### src/rtl/max6675_responder_pkg.sv
// Shared constants, state encoding and frame packing for the MAX6675 responder.
// The frame is 16 bits, sent MSB first: a dummy 0 bit, then the 12-bit temperature
// code, then the open-thermocouple flag, the device ID bit (0) and a final 0 bit.
package max6675_pkg;

  localparam int FRAME_BITS = 16;
  localparam int TEMP_MSB   = 14;
  localparam int TEMP_LSB   = 3;
  localparam int OPEN_BIT   = 2;

  typedef enum logic [1:0] {
    CONV  = 2'd0,
    READY = 2'd1,
    SHIFT = 2'd2
  } state_t;

  // Places the temperature code and the open flag at their frame positions.
  // Every other bit of the frame is zero.
  function automatic logic [FRAME_BITS-1:0] pack_frame(input logic [11:0] temp_code,
                                                       input logic        tc_open);
    logic [FRAME_BITS-1:0] f;
    f                    = '0;
    f[TEMP_MSB:TEMP_LSB] = temp_code;
    f[OPEN_BIT]          = tc_open;
    return f;
  endfunction

endpackage

### src/rtl/max6675_responder_if.sv
// SPI pin bundle between a MAX6675 reader (master) and the responder (slave).
// The master drives sclk and cs_n; the slave drives so and its pad enable so_oe.
// The bundle carries no flow control; the master owns all of the timing.
interface max6675_responder_if;
  logic sclk;
  logic cs_n;
  logic so;
  logic so_oe;

  modport master (output sclk, output cs_n, input so, input so_oe);
  modport slave  (input sclk, input cs_n, output so, output so_oe);
endinterface

### src/rtl/max6675_responder_sync_edge.sv
// Brings an asynchronous pin into the clk domain and produces single-cycle rise/fall pulses.
// Latency: STAGES clk edges from pin to pulse; the action driven by a pulse lands one edge later.
// RST_VAL sets the assumed idle level, so a pin already away from idle at reset release still makes an edge.
module sync_edge #(
  parameter int   STAGES  = 2,
  parameter logic RST_VAL = 1'b0
) (
  input  logic clk,
  input  logic rst,
  input  logic din,
  output logic rise,
  output logic fall
);

  logic [STAGES-1:0] chain;
  logic              prev;

  // Shift the pin through the synchronizer and keep the previous synchronized level.
  always_ff @(posedge clk or posedge rst) begin
    if (rst) begin
      chain <= {STAGES{RST_VAL}};
      prev  <= RST_VAL;
    end else begin
      chain <= (chain << 1) | STAGES'(din);
      prev  <= chain[STAGES-1];
    end
  end

  assign rise = chain[STAGES-1] & ~prev;
  assign fall = ~chain[STAGES-1] & prev;

endmodule

### src/rtl/max6675_responder.sv
// Stands in for a MAX6675 thermocouple converter: conversion timer, result latch and SPI shifter.
// Pin-to-action latency is SYNC_STAGES+1 clk edges; a conversion takes CONV_CYCLES clk cycles.
// Read-only slave with no backpressure: a cs_n fall aborts a running conversion; a cs_n rise ends the frame and starts a new conversion.
module max6675_responder
  import max6675_pkg::*;
#(
  parameter int CONV_CYCLES = 11_000_000,
  parameter int SYNC_STAGES = 2
) (
  input  logic                       clk,
  input  logic                       rst,
  input  logic [11:0]                temp_code,
  input  logic                       tc_open,
  max6675_responder_if.slave         spi,
  output logic                       conv_busy,
  output logic                       frame_done
);

  localparam int CW = (CONV_CYCLES > 1) ? $clog2(CONV_CYCLES) : 1;

  state_t                state;
  logic [CW-1:0]         cnt;
  logic [FRAME_BITS-1:0] result;
  logic [FRAME_BITS-1:0] shreg;
  logic [4:0]            bit_cnt;
  logic                  so_oe_q;
  logic                  sclk_rise, sclk_fall;
  logic                  cs_rise, cs_fall;

  // The serial clock idles low.
  sync_edge #(.STAGES(SYNC_STAGES), .RST_VAL(1'b0)) u_sclk_sync (
    .clk  (clk),
    .rst  (rst),
    .din  (spi.sclk),
    .rise (sclk_rise),
    .fall (sclk_fall)
  );

  // Chip select resets to "deselected", so cs_n held low through reset still gives a fall edge.
  sync_edge #(.STAGES(SYNC_STAGES), .RST_VAL(1'b1)) u_cs_sync (
    .clk  (clk),
    .rst  (rst),
    .din  (spi.cs_n),
    .rise (cs_rise),
    .fall (cs_fall)
  );

  // Main control: conversion timer, result latch, frame shifter and rising-edge counter.
  always_ff @(posedge clk or posedge rst) begin
    if (rst) begin
      state      <= CONV;
      cnt        <= CW'(CONV_CYCLES - 1);
      conv_busy  <= 1'b1;
      result     <= '0;
      shreg      <= '0;
      bit_cnt    <= '0;
      so_oe_q    <= 1'b0;
      frame_done <= 1'b0;
    end else begin
      frame_done <= 1'b0;
      if ((state != SHIFT) && cs_fall) begin
        // A cs_n fall beats a conversion that completes in the same cycle.
        state     <= SHIFT;
        conv_busy <= 1'b0;
        shreg     <= result;
        bit_cnt   <= '0;
        so_oe_q   <= 1'b1;
      end else begin
        case (state)
          CONV: begin
            if (cnt == '0) begin
              result    <= pack_frame(temp_code, tc_open);
              conv_busy <= 1'b0;
              state     <= READY;
            end else begin
              cnt <= cnt - CW'(1);
            end
          end
          READY: begin
            state <= READY;
          end
          SHIFT: begin
            if (cs_rise) begin
              shreg     <= '0;
              so_oe_q   <= 1'b0;
              cnt       <= CW'(CONV_CYCLES - 1);
              conv_busy <= 1'b1;
              state     <= CONV;
            end else begin
              if (sclk_fall) begin
                shreg <= {shreg[FRAME_BITS-2:0], 1'b0};
              end
              if (sclk_rise && (bit_cnt != 5'd16)) begin
                bit_cnt <= bit_cnt + 5'd1;
                if (bit_cnt == 5'd15) begin
                  frame_done <= 1'b1;
                end
              end
            end
          end
          default: state <= CONV;
        endcase
      end
    end
  end

  assign spi.so    = shreg[FRAME_BITS-1];
  assign spi.so_oe = so_oe_q;

endmodule

### src/flat_wrapper.sv
// flat-port wrapper written by rule: the top's interface ports become plain ports
module max6675_responder_flat import max6675_pkg::*;
#(
  parameter int CONV_CYCLES = 11_000_000,
  parameter int SYNC_STAGES = 2
)
  (clk, rst, temp_code, tc_open, conv_busy, frame_done, spi_sclk, spi_cs_n, spi_so, spi_so_oe);
  max6675_responder_if spi_i ();
  input  logic clk;
  input  logic rst;
  input  logic [11:0] temp_code;
  input  logic tc_open;
  output logic conv_busy;
  output logic frame_done;
  input wire logic [$bits(spi_i.sclk)-1:0] spi_sclk;
  input wire logic [$bits(spi_i.cs_n)-1:0] spi_cs_n;
  output wire logic [$bits(spi_i.so)-1:0] spi_so;
  output wire logic [$bits(spi_i.so_oe)-1:0] spi_so_oe;
  assign spi_i.sclk = spi_sclk;
  assign spi_i.cs_n = spi_cs_n;
  assign spi_so = spi_i.so;
  assign spi_so_oe = spi_i.so_oe;
  max6675_responder #(.CONV_CYCLES(CONV_CYCLES), .SYNC_STAGES(SYNC_STAGES)) u_core (.clk(clk), .rst(rst), .temp_code(temp_code), .tc_open(tc_open), .spi(spi_i), .conv_busy(conv_busy), .frame_done(frame_done));
endmodule
### config.mk
export PLATFORM = sky130hd
export DESIGN_NAME = max6675_responder_flat
export DESIGN_NICKNAME = d
export VERILOG_FILES = /design/src/rtl/max6675_responder_pkg.sv /design/src/rtl/max6675_responder_if.sv /design/src/rtl/max6675_responder_sync_edge.sv /design/src/rtl/max6675_responder.sv /design/src/flat_wrapper.sv
export SDC_FILE = /design/constraint.sdc
export NUM_CORES = 1
export LEC_CHECK = 0
export CAP_MARGIN = 20
export CORE_MARGIN = 2
export CORE_UTILIZATION = 45
export CTS_BUF_LIST = sky130_fd_sc_hd__clkbuf_4 sky130_fd_sc_hd__clkbuf_8
export DETAILED_ROUTE_END_ITERATION = 8
export DONT_BUFFER_PORTS = 1
export HOLD_SLACK_MARGIN = 0.03
export SLEW_MARGIN = 20
export SYNTH_ARGS = -nofsm -noshare
export SYNTH_HDL_FRONTEND = slang
export SYNTH_HIERARCHICAL = 1
export SYNTH_SLANG_ARGS = --single-unit
### constraint.sdc
create_clock -name clk -period 2.9 [get_ports clk]
set_input_delay 0.435 -clock clk [delete_from_list [all_inputs] [get_ports clk]]
set_output_delay 0.435 -clock clk [all_outputs]
set_load 0.02 [all_outputs]
==> impl_metrics.json, run 1 <==
{
  "status": "completed",
  "hpwl_um": 3880,
  "wl_um": 5850,
  "cts_buffer_depth": 2,
  "yosysMostFrequentCell": "dfrtp_1",
  "finalSetupViolCount": 0,
  "die_area_um2": 7770,
  "critPathKind": "flip-flop to flip-flop",
  "routed_via_density": 5.33,
  "cp-end-kind": "flip-flop",
  "post_cts_buffers": 0,
  "final_nets": 321,
  "cp_cell_sequence": "inv_1, ha_1, or3b_2, or4_1, o211ai_2, or3_1, a21oi_1",
  "peakVddDrop_mv": 0.400,
  "port_buffers": 0,
  "maxCapViolations": 0,
  "cts_root_buf": "clkbuf_8",
  "worst_pin_slew_ns": 0.702,
  "initial_core_util": 0.467,
  "worstReg2RegStart": "u_core/cnt[0]",
  "fmax_mhz": 388,
  "synth_largest_area_cell": "dfrtp_1",
  "post-place-ws_ns": 0.326,
  "fin_crit_ns": 2.58,
  "insertion_delay_ns": 0.34,
  "yosys_register_bits": 67,
  "rsz0062_at_grt": "no",
  "total_power_mw": 2.42,
  "worstPathRequired_ns": 3.09,
  "min_path_type": "input port to async pin",
  "core-area_um2": 6830,
  "p_leak_nw": 1.47,
  "drtIter0Drc": 127,
  "syn_inst": 292,
  "cp-startpoint": "u_core/cnt[0]",
  "cp_top_family": "simple AND/OR/NAND/NOR gates",
  "final_cell_area_um2": 3540,
  "fin_tns_setup_ns": 0,
  "slowest_stage": "or4_1",
  "relSlewSlack": 0.532,
  "netlist_area_um2": 3190,
  "synth_top_area_share": 0.369,
  "drtAntennaViolNets": 0,
  "rows": 30,
  "arrival_ns": 2.77,
  "regToRegSetupSlack_ns": 0.32,
  "grt_use_total": 0.172,
  "antenna_found_initial": 0,
  "rr_worst_depth": 7,
  "r2r-end": "u_core/cnt[13]",
  "die_w_um": 88.2,
  "grt_max_degree": 62,
  "drcViolationCount": 0,
  "syn_to_final_growth_pct": 11.1,
  "async_flop_share": 1.00,
  "utilization": 0.518,
  "synth_commonest_cells": "47 x dfrtp_1, 24 x inv_1, 20 x dfstp_2",
  "numCtsBuffers": 9,
  "min_period_over_period": 0.890,
  "grt_overflow": 0,
  "pin_count": 21,
  "path_buf_inv": 1,
  "avgSynthCellArea_um2": 10.9,
  "vias": 2131,
  "setup_slack_ns": 0.320,
  "detail_route.first_pass.iterations": 4,
  "synthTopCellsByArea": "dfrtp_1 37%, dfstp_2 16%, mux2_2 4.6%",
  "wire_per_inst_um": 14.6,
  "slowest_delay_ns": 0.61,
  "endpoint": "u_core/cnt[13]",
  "diodes": 0,
  "grt_first_pass_wirelength_um": 10200,
  "drive_gt1_frac": 0.234,
  "grt_pass1_vias": 2123,
  "power.density_nw_per_um2": 683,
  "clk_pin_slew_ns": 0.07,
  "synth_nets": 314,
  "hold_viol": 0,
  "yosysWarnings": 6,
  "synth_edf_count": 0,
  "cts_tree": "built",
  "ys_types": 52,
  "critical_path.max_fanout": 13,
  "die_height_um": 88.2,
  "clock_skew_ns": 0.0102,
  "worstSetupPathDepth": 7,
  "synthFlopType": "dfrtp_1",
  "cp-start-kind": "flip-flop",
  "cts_sinks": 67,
  "drv_slew": 0,
  "ctsHtreeMaxLevel": 3,
  "place_area_um2": 3300,
  "gp_congestion": 0.746,
  "seq_area_frac_synth": 0.534
}
==> how the worst min path moves through the flow <==
stage,end,slack [ns],cells past startpoint
finish,u_core/bit_cnt[1],0.02,2
floorplan,u_core/u_sclk_sync/chain[0],0.19,1
global route,u_core/bit_cnt[1],0.05,2
detailed placement,u_core/u_sclk_sync/chain[1],0.21,1
CTS,u_core/result[5],0.03,2
global placement,u_core/u_sclk_sync/prev,0.20,1
==> flip-flops by register name, indices dropped and copies added (netlist names) <==
name	count
u_core/u_cs_sync/chain	2
u_core/state	2
u_core/u_sclk_sync/prev	1
u_core/cnt	24
u_core/result	13
u_core/shreg	14
u_core/spi.so_oe	1
u_core/u_cs_sync/prev	1
u_core/frame_done	1
u_core/bit_cnt	5
u_core/u_sclk_sync/chain	2
u_core/conv_busy	1
==> cells in the final DEF (no fill, tap or decap), types with 3 or more instances in the layout <==
cell type,netlist,routed
a222oi_1,8,8
mux2i_1,3,3
and2_1,5,5
xor2_1,8,8
inv_1,24,23
dfrtp_1,47,47
ha_1,5,5
nand4_1,3,3
nor3b_1,4,4
nand3_1,7,7
or4_1,7,7
mux2_2,13,13
clkbuf_8,0,10
nor4_1,4,4
dfstp_2,20,20
a21oi_1,12,12
o31ai_1,4,4
a22o_1,3,3
or3_1,9,9
o21ai_0,16,16
o211ai_1,3,3
nand2_1,19,19
buf_4,1,6
nor2_1,16,16
nor3_1,5,5
nor2b_1,4,4
==> area by class of cell <==
cell class,instances,area [µm²]
clock inverters,6,88.8
fillers,639,3290
multi-input cells,189,1330
clock buffers,10,138
repair buffers,8,75.1
flip-flops and latches,67,1700
inverters,24,90.1
well taps,96,120
==> logic make-up after synthesis <==
kind of cell,after synthesis,share of synthesized area
xor+xnor,10,0.0275
fa+ha+maj,5,0.0196
simple gates,102,0.189
compound gates,55,0.120
mux,17,0.0589
flops,67,0.534
buf+inv,36,0.0506
==> worst reg2reg max path: cells and delay by family (launching register included) <==
kind,cells,cell delay (ns)
compound gates,2,0.57
buf+inv,1,0.10
flops,1,0.37
fa+ha+maj,1,0.16
simple gates,3,1.23
==> per-layer routing <==
| layer | routed length (µm) | global-route usage | up-vias |
|---|---|---|---|
| met3 | 208 | 0.0368 | 9 |
| met1 | 2850 | 0.234 | 1030 |
| met2 | 2700 | 0.262 | 31 |
| met5 | 0 | 0 | - |
| li1 | - | - | 1061 |
| met4 | 95 | 0.0826 | 0 |
==> per-stage QoR <==
stage               std cells  hold WS [ns]
floorplan                 292         0.189
global placement          383         0.197
detailed placement        383         0.210
CTS                       400        0.0332
global route              400        0.0540
finish                    400        0.0188
==> what timing repair did <==
item,CTS,global route
hold endpoints to repair,6,0
gates resized for setup,0,0
hold buffers,1,0
==> power by group <==
part / total [mW] / leakage (nW) / internal [mW] / switching (mW)
sequential: 1.21 / 0.809 / 1.10 / 0.110
combinational: 0.342 / 0.551 / 0.152 / 0.190
clock: 0.868 / 0.108 / 0.507 / 0.361
total: 2.42 / 1.47 / 1.76 / 0.661
No activity file was read; power rests on OpenSTA's default activity.
==> run 2: changes to the inputs <==
--- a/config.mk
+++ b/config.mk
@@ -6,12 +6,16 @@
 export NUM_CORES = 1
 export LEC_CHECK = 0
 export CAP_MARGIN = 20
+export CELL_PAD_IN_SITES_DETAIL_PLACEMENT = 0
+export CELL_PAD_IN_SITES_GLOBAL_PLACEMENT = 1
 export CORE_MARGIN = 2
-export CORE_UTILIZATION = 45
+export CORE_UTILIZATION = 35
 export CTS_BUF_LIST = sky130_fd_sc_hd__clkbuf_4 sky130_fd_sc_hd__clkbuf_8
 export DETAILED_ROUTE_END_ITERATION = 8
 export DONT_BUFFER_PORTS = 1
+export GPL_TIMING_DRIVEN = 0
 export HOLD_SLACK_MARGIN = 0.03
+export PLACE_DENSITY_LB_ADDON = 0.1
 export SLEW_MARGIN = 20
 export SYNTH_ARGS = -nofsm -noshare
 export SYNTH_HDL_FRONTEND = slang
==> run 2 against run 1 <==
Non-clock buffer count is 6 higher; via count is 2.7% higher; clock power is 4.7% lower; die area is 27% higher; worst hold slack better by 0.065 ns; fmax is 3.9% lower; final cell count is 4.5% higher; flip-flop and latch count stayed put; first-iteration DRC count is 27% lower; routed wire length is 13% higher; largest power group unchanged.
==> impl_metrics.json, run 2 (synthesis gave the netlist of run 1 again) <==
{
  "hpwl_um": 4550,
  "finalSetupViolCount": 0,
  "multiInputGateArea_um2": 1350,
  "peakVddDrop_mv": 0.273,
  "drcViolationCount": 0,
  "seqCellArea_um2": 1700,
  "cts_tree": "built",
  "post-place-ws_ns": -0.0217,
  "drv_slew": 0,
  "fin_crit_ns": 2.68,
  "initial_core_util": 0.364,
  "clock_skew_ns": 0.0102,
  "final_common_cell": "dfrtp_1",
  "top_register": "u_core/cnt",
  "critPathKind": "flip-flop to flip-flop",
  "die_height_um": 99.4,
  "wire_per_inst_um": 15.8,
  "cts_root_buf": "clkbuf_8",
  "drtAntennaViolNets": 0,
  "antenna_found_initial": 0,
  "gp_congestion": 0.762,
  "pin_count": 21,
  "grt_overflow": 0,
  "diodes": 0,
  "whs_ns": 0.0843,
  "final_cell_mix": "47 x dfrtp_1, 23 x inv_1, 20 x dfstp_2",
  "drtIter0Drc": 93,
  "p_leak_nw": 1.47,
  "worstPathRequired_ns": 3.14,
  "cp-start-kind": "flip-flop",
  "hold_viol": 0,
  "arrival_ns": 2.92,
  "insertion_delay_ns": 0.35,
  "die_area_um2": 9890,
  "total_power_mw": 2.39,
  "critical_path.max_fanout": 10,
  "cp-end-kind": "flip-flop",
  "final_nets": 327,
  "setup_slack_ns": 0.216,
  "worst_pin_slew_ns": 1.02,
  "post_cts_buffers": 0,
  "dp_cells": 401,
  "rows": 34,
  "min_path_type": "input port to flip-flop",
  "cts_sinks": 67,
  "utilization": 0.410,
  "largestRegisters": "u_core/cnt (24), u_core/shreg (14), u_core/result (13)",
  "die_w_um": 99.4,
  "fillers": 882,
  "port_buffers": 0,
  "numCtsBuffers": 9,
  "relSlewSlack": 0.311,
  "status": "completed",
  "largest_reg_flops": 24,
  "fmax_mhz": 373,
  "wl_um": 6590,
  "min_period_over_period": 0.926,
  "ctsHtreeMaxLevel": 3,
  "cts_buffer_depth": 2,
  "clk_pin_slew_ns": 0.08,
  "drive_gt1_frac": 0.226,
  "grt_max_degree": 41,
  "stdcell_count": 418,
  "grt_first_pass_wirelength_um": 11700,
  "maxCapViolations": 0,
  "routed_via_density": 5.24,
  "detail_route.first_pass.iterations": 4,
  "rsz0062_at_grt": "no",
  "grt_pass1_vias": 2275,
  "power.density_nw_per_um2": 665,
  "syn_to_final_growth_pct": 12.8,
  "vias": 2189,
  "core-area_um2": 8760,
  "grt_use_total": 0.151
}
run 2: cell count changes in the layout (fill, tap and decap cells not counted), moves of 2 or more:
cell,previous run,this run
clkbuf_1,0,7
buf_4,6,1
buf_6,0,3
inv_6,0,2
run 2: power breakdown:
group	switching [mW]	internal, mW	total, mW	leakage, nW
registers	0.115	1.10	1.21	0.809
logic	0.201	0.152	0.353	0.554
clock network	0.397	0.430	0.827	0.103
run 2: final cells by class:
type | instances | area share
multi-input cells | 189 | 0.377
flip-flops and latches | 67 | 0.473
repair buffers | 2 | 0.00835
well taps | 108 | 0.0376
plain buffers | 12 | 0.0198
inverters | 24 | 0.0258
clock inverters | 6 | 0.0202
clock buffers | 10 | 0.0383
run 2: metal layers:
layer | vias to the layer above | track usage | part of all wire
met4 | 0 | 0.0506 | 0.0055
met3 | 2 | 0.0527 | 0.035
li1 | 1068 | - | -
met5 | - | 0 | 0
met1 | 1092 | 0.201 | 0.49
met2 | 27 | 0.231 | 0.47
run 2: worst max-delay path, cell delays in order, from the launching register on:
cell and delay (ns):
dfstp_2 0.39, or4_4 0.53, buf_6 0.15, nor4_4 0.41, nand3_2 0.19, nor3_4 0.32
buf_4 0.25, mux2_2 0.34
run 2: path summary, 6_finish.rpt:
| check | from | end | slack, ns | depth (start not counted) |
|---|---|---|---|---|
| max in group asynchronous | rst | u_core/cnt[11] | 1.74 | 3 |
| hold reg to reg | u_core/u_cs_sync/chain[0] | u_core/u_cs_sync/chain[1] | 0.36 | 0 |
| setup / recovery | u_core/cnt[4] | u_core/result[5] | 0.22 | 7 |
| hold / removal | spi_cs_n | u_core/u_cs_sync/chain[0] | 0.08 | 0 |
| min in group asynchronous | rst | u_core/u_sclk_sync/chain[0] | 0.48 | 2 |
| setup reg to reg | u_core/cnt[4] | u_core/result[5] | 0.22 | 7 |
run 2: stage by stage:
step / area (µm²) / TNS, ns
5_1_grt: 3590 / 0
3_5_place_dp: 3350 / -0.0231
6_report: 3590 / 0
3_3_place_gp: 3320 / -0.0737
4_1_cts: 3570 / 0
2_1_floorplan: 3190 / 0
run 2: timing repair:
item / 4_1_cts / 5_1_grt
setup endpoints to repair: 3 / 12
resized for setup: 1 / 2
hold buffers: 1 / 0
hold endpoints to repair: 17 / 0
==> run 3: changes to the inputs <==
--- a/config.mk
+++ b/config.mk
@@ -8,8 +8,7 @@
 export CAP_MARGIN = 20
 export CELL_PAD_IN_SITES_DETAIL_PLACEMENT = 0
 export CELL_PAD_IN_SITES_GLOBAL_PLACEMENT = 1
-export CORE_MARGIN = 2
-export CORE_UTILIZATION = 35
+export CORE_UTILIZATION = 53
 export CTS_BUF_LIST = sky130_fd_sc_hd__clkbuf_4 sky130_fd_sc_hd__clkbuf_8
 export DETAILED_ROUTE_END_ITERATION = 8
 export DONT_BUFFER_PORTS = 1
@@ -19,5 +18,4 @@
 export SLEW_MARGIN = 20
 export SYNTH_ARGS = -nofsm -noshare
 export SYNTH_HDL_FRONTEND = slang
-export SYNTH_HIERARCHICAL = 1
 export SYNTH_SLANG_ARGS = --single-unit
==> run 3 against run 2 <==
Combinational power shrank 14%; critical path type unchanged; total power fell by 1.9%; sequential share of layout area increased by 0.57 points; worst setup slack got worse by 0.13 ns; area after synthesis decreased by 2.9%; register-to-register slack got worse by 0.13 ns; critical endpoint is now u_core.cnt[23]; clock skew barely moved; fmax down 4.5%; via count increased by 2.5%.
==> impl_metrics.json, run 3 <==
{
  "power.density_nw_per_um2": 661,
  "syn_inst": 280,
  "yosys_register_bits": 67,
  "final_nets": 320,
  "synth_top_area_share": 0.380,
  "p_switching_mw": 0.607,
  "seq_area_frac_synth": 0.550,
  "clk_pin_slew_ns": 0.07,
  "drtIter0Drc": 156,
  "worst_pin_slew_ns": 0.837,
  "min_from": "spi_cs_n",
  "maxCapViolations": 0,
  "met2_usage": 0.376,
  "cts_sinks": 67,
  "worstReg2RegStart": "u_core.cnt[2]",
  "grt_util_met1": 0.277,
  "critical_path.max_fanout": 8,
  "pwr-share-comb": 0.129,
  "wl_um": 5980,
  "netlist_area_um2": 3100,
  "swShare": 0.259,
  "stdcell_count": 375,
  "avgSynthCellArea_um2": 11.1,
  "drive_gt1_frac": 0.231,
  "final_cell_area_um2": 3550,
  "synth_nets": 302,
  "insertion_delay_ns": 0.33,
  "cts_root_buf": "clkbuf_8",
  "syn_to_final_growth_pct": 14.8,
  "fillers": 468,
  "grt_first_pass_wirelength_um": 10500,
  "synth_edf_count": 0,
  "busiest_layer": "met2",
  "hpwl_um": 3990,
  "routed_via_density": 5.98,
  "grt_max_degree": 49,
  "die_area_um2": 6150,
  "peakVddDrop_mv": 0.361,
  "ctsHtreeMaxLevel": 3,
  "finalSetupViolCount": 0,
  "cts_buffer_depth": 2,
  "synth_commonest_cells": "47 x dfrtp_1, 20 x dfstp_2, 19 x inv_1",
  "largestRegisters": "u_core.cnt (24), u_core.shreg (14), u_core.result (13)",
  "grt_use_total": 0.223,
  "port_buffers": 0,
  "rsz0062_at_grt": "no",
  "seq_power_share": 0.500,
  "detail_route.first_pass.iterations": 5,
  "final_common_cell": "dfrtp_1",
  "drcViolationCount": 0,
  "cp-startpoint": "u_core.cnt[2]",
  "gp_congestion": 0.762,
  "power.internal_mw": 1.74,
  "wire_per_inst_um": 16.0,
  "synthFlopType": "dfrtp_1",
  "worstPathRequired_ns": 3.16,
  "critPathKind": "flip-flop to flip-flop",
  "relSlewSlack": 0.442,
  "fmax_mhz": 356,
  "die_w_um": 78.4,
  "numCtsBuffers": 9,
  "hold_viol": 0,
  "rows": 27,
  "pwr-share-clk": 0.371,
  "ys_types": 43,
  "min_path_type": "input port to flip-flop",
  "place_area_um2": 3220,
  "synth_largest_area_cell": "dfrtp_1",
  "p_leak_nw": 1.45,
  "min_period_over_period": 0.969,
  "cp-end-kind": "flip-flop",
  "grt_overflow": 0,
  "yosysWarnings": 0,
  "antenna_found_initial": 0,
  "drv_slew": 0,
  "top_register": "u_core.cnt",
  "diodes": 0,
  "vias": 2244,
  "final_cell_mix": "47 x dfrtp_1, 20 x dfstp_2, 18 x nor2_1, 18 x inv_1",
  "arrival_ns": 3.07,
  "synthTopCellsByArea": "dfrtp_1 38%, dfstp_2 17%, mux2_2 4.7%",
  "die_height_um": 78.4,
  "pin_count": 21,
  "core-area_um2": 5570,
  "cp-start-kind": "flip-flop",
  "met3_usage": 0.0570,
  "initial_core_util": 0.555,
  "grt_pass1_vias": 2210,
  "drtAntennaViolNets": 0,
  "status": "completed",
  "dp_cells": 353,
  "largest_reg_flops": 24,
  "yosysMostFrequentCell": "dfrtp_1",
  "fin_crit_ns": 2.81,
  "clock_skew_ns": 0.0106,
  "async_flop_share": 1.00,
  "cts_tree": "built"
}
-- run 3: critical path, cell delays in order (launching register included) --
cell and delay, ns:
dfstp_2 0.37, buf_6 0.12, or4_4 0.47, buf_6 0.15, or4_4 0.52, or3_4 0.40, buf_6 0.14, o31ai_2 0.21
or3b_1 0.36
-- run 3: cells by family after synthesis --
kind of cell / after synthesis / synth area share
simple gates: 104 / 0.192
buf+inv: 31 / 0.0412
fa+ha+maj: 5 / 0.0202
compound gates: 51 / 0.121
xor+xnor: 5 / 0.0141
mux: 17 / 0.0618
flops: 67 / 0.550
-- run 3: per-layer routing --
metal / routed length [µm] / vias to the layer above
met1: 2700 / 1112
met5: 0 / -
met2: 2990 / 37
met4: 72 / 0
li1: - / 1088
met3: 220 / 7
-- run 3: power by group through the flow --
stage	combinational, mW	clock [mW]	sequential (mW)
after floorplan	0.243	0	1.16
after global placement	0.288	0	1.19
after detailed placement	0.306	0	1.19
after CTS	0.308	0.889	1.17
after global routing	0.350	0.928	1.19
final	0.302	0.870	1.17
-- run 3: metrics by stage --
stage	util	setup TNS [ns]	total power, mW	setup slack [ns]	hold slack, ns
final	0.637	0	2.35	0.0891	0.0942
after global routing	0.637	0	2.47	0.00939	0.0634
after CTS	0.630	0	2.37	0.0406	0.0854
after detailed placement	0.578	-3.33	1.50	-0.339	0.281
after global placement	0.571	-3.01	1.48	-0.296	0.333
after floorplan	-	0	1.41	0.0930	0.331
-- run 3: final timing paths --
path,slack [ns],endpoint,depth (start not counted)
setup / recovery,0.09,u_core.cnt[23],8
hold / removal,0.09,u_core.u_cs_sync.chain[0],0
setup reg to reg,0.09,u_core.cnt[23],8
hold reg to reg,0.35,u_core.u_sclk_sync.chain[1],0
max in group asynchronous,1.79,u_core.u_cs_sync.chain[1],3
min in group asynchronous,0.53,u_core.cnt[13],2
-- run 3: repair_timing --
action                                 4_1_cts  5_1_grt
pin swaps                                    4        3
hold buffers                                 1        0
setup endpoints to repair                   18       19
gates resized for setup                      6        6
buffers inserted                             4        2
endpoints found under the hold margin        6        0
gates cloned                                 0        0
-- run 3: cell type report --
class,count,area (µm²),area share
buffer,11,60.1,0.0169
clock buffer,12,153,0.0430
clock inverter,4,73.8,0.0208
inverter,19,73.8,0.0208
multi-input combinational,182,1310,0.370
sequential,67,1700,0.479
tap,72,90.1,0.0254
timing repair buffer,8,86.3,0.0243
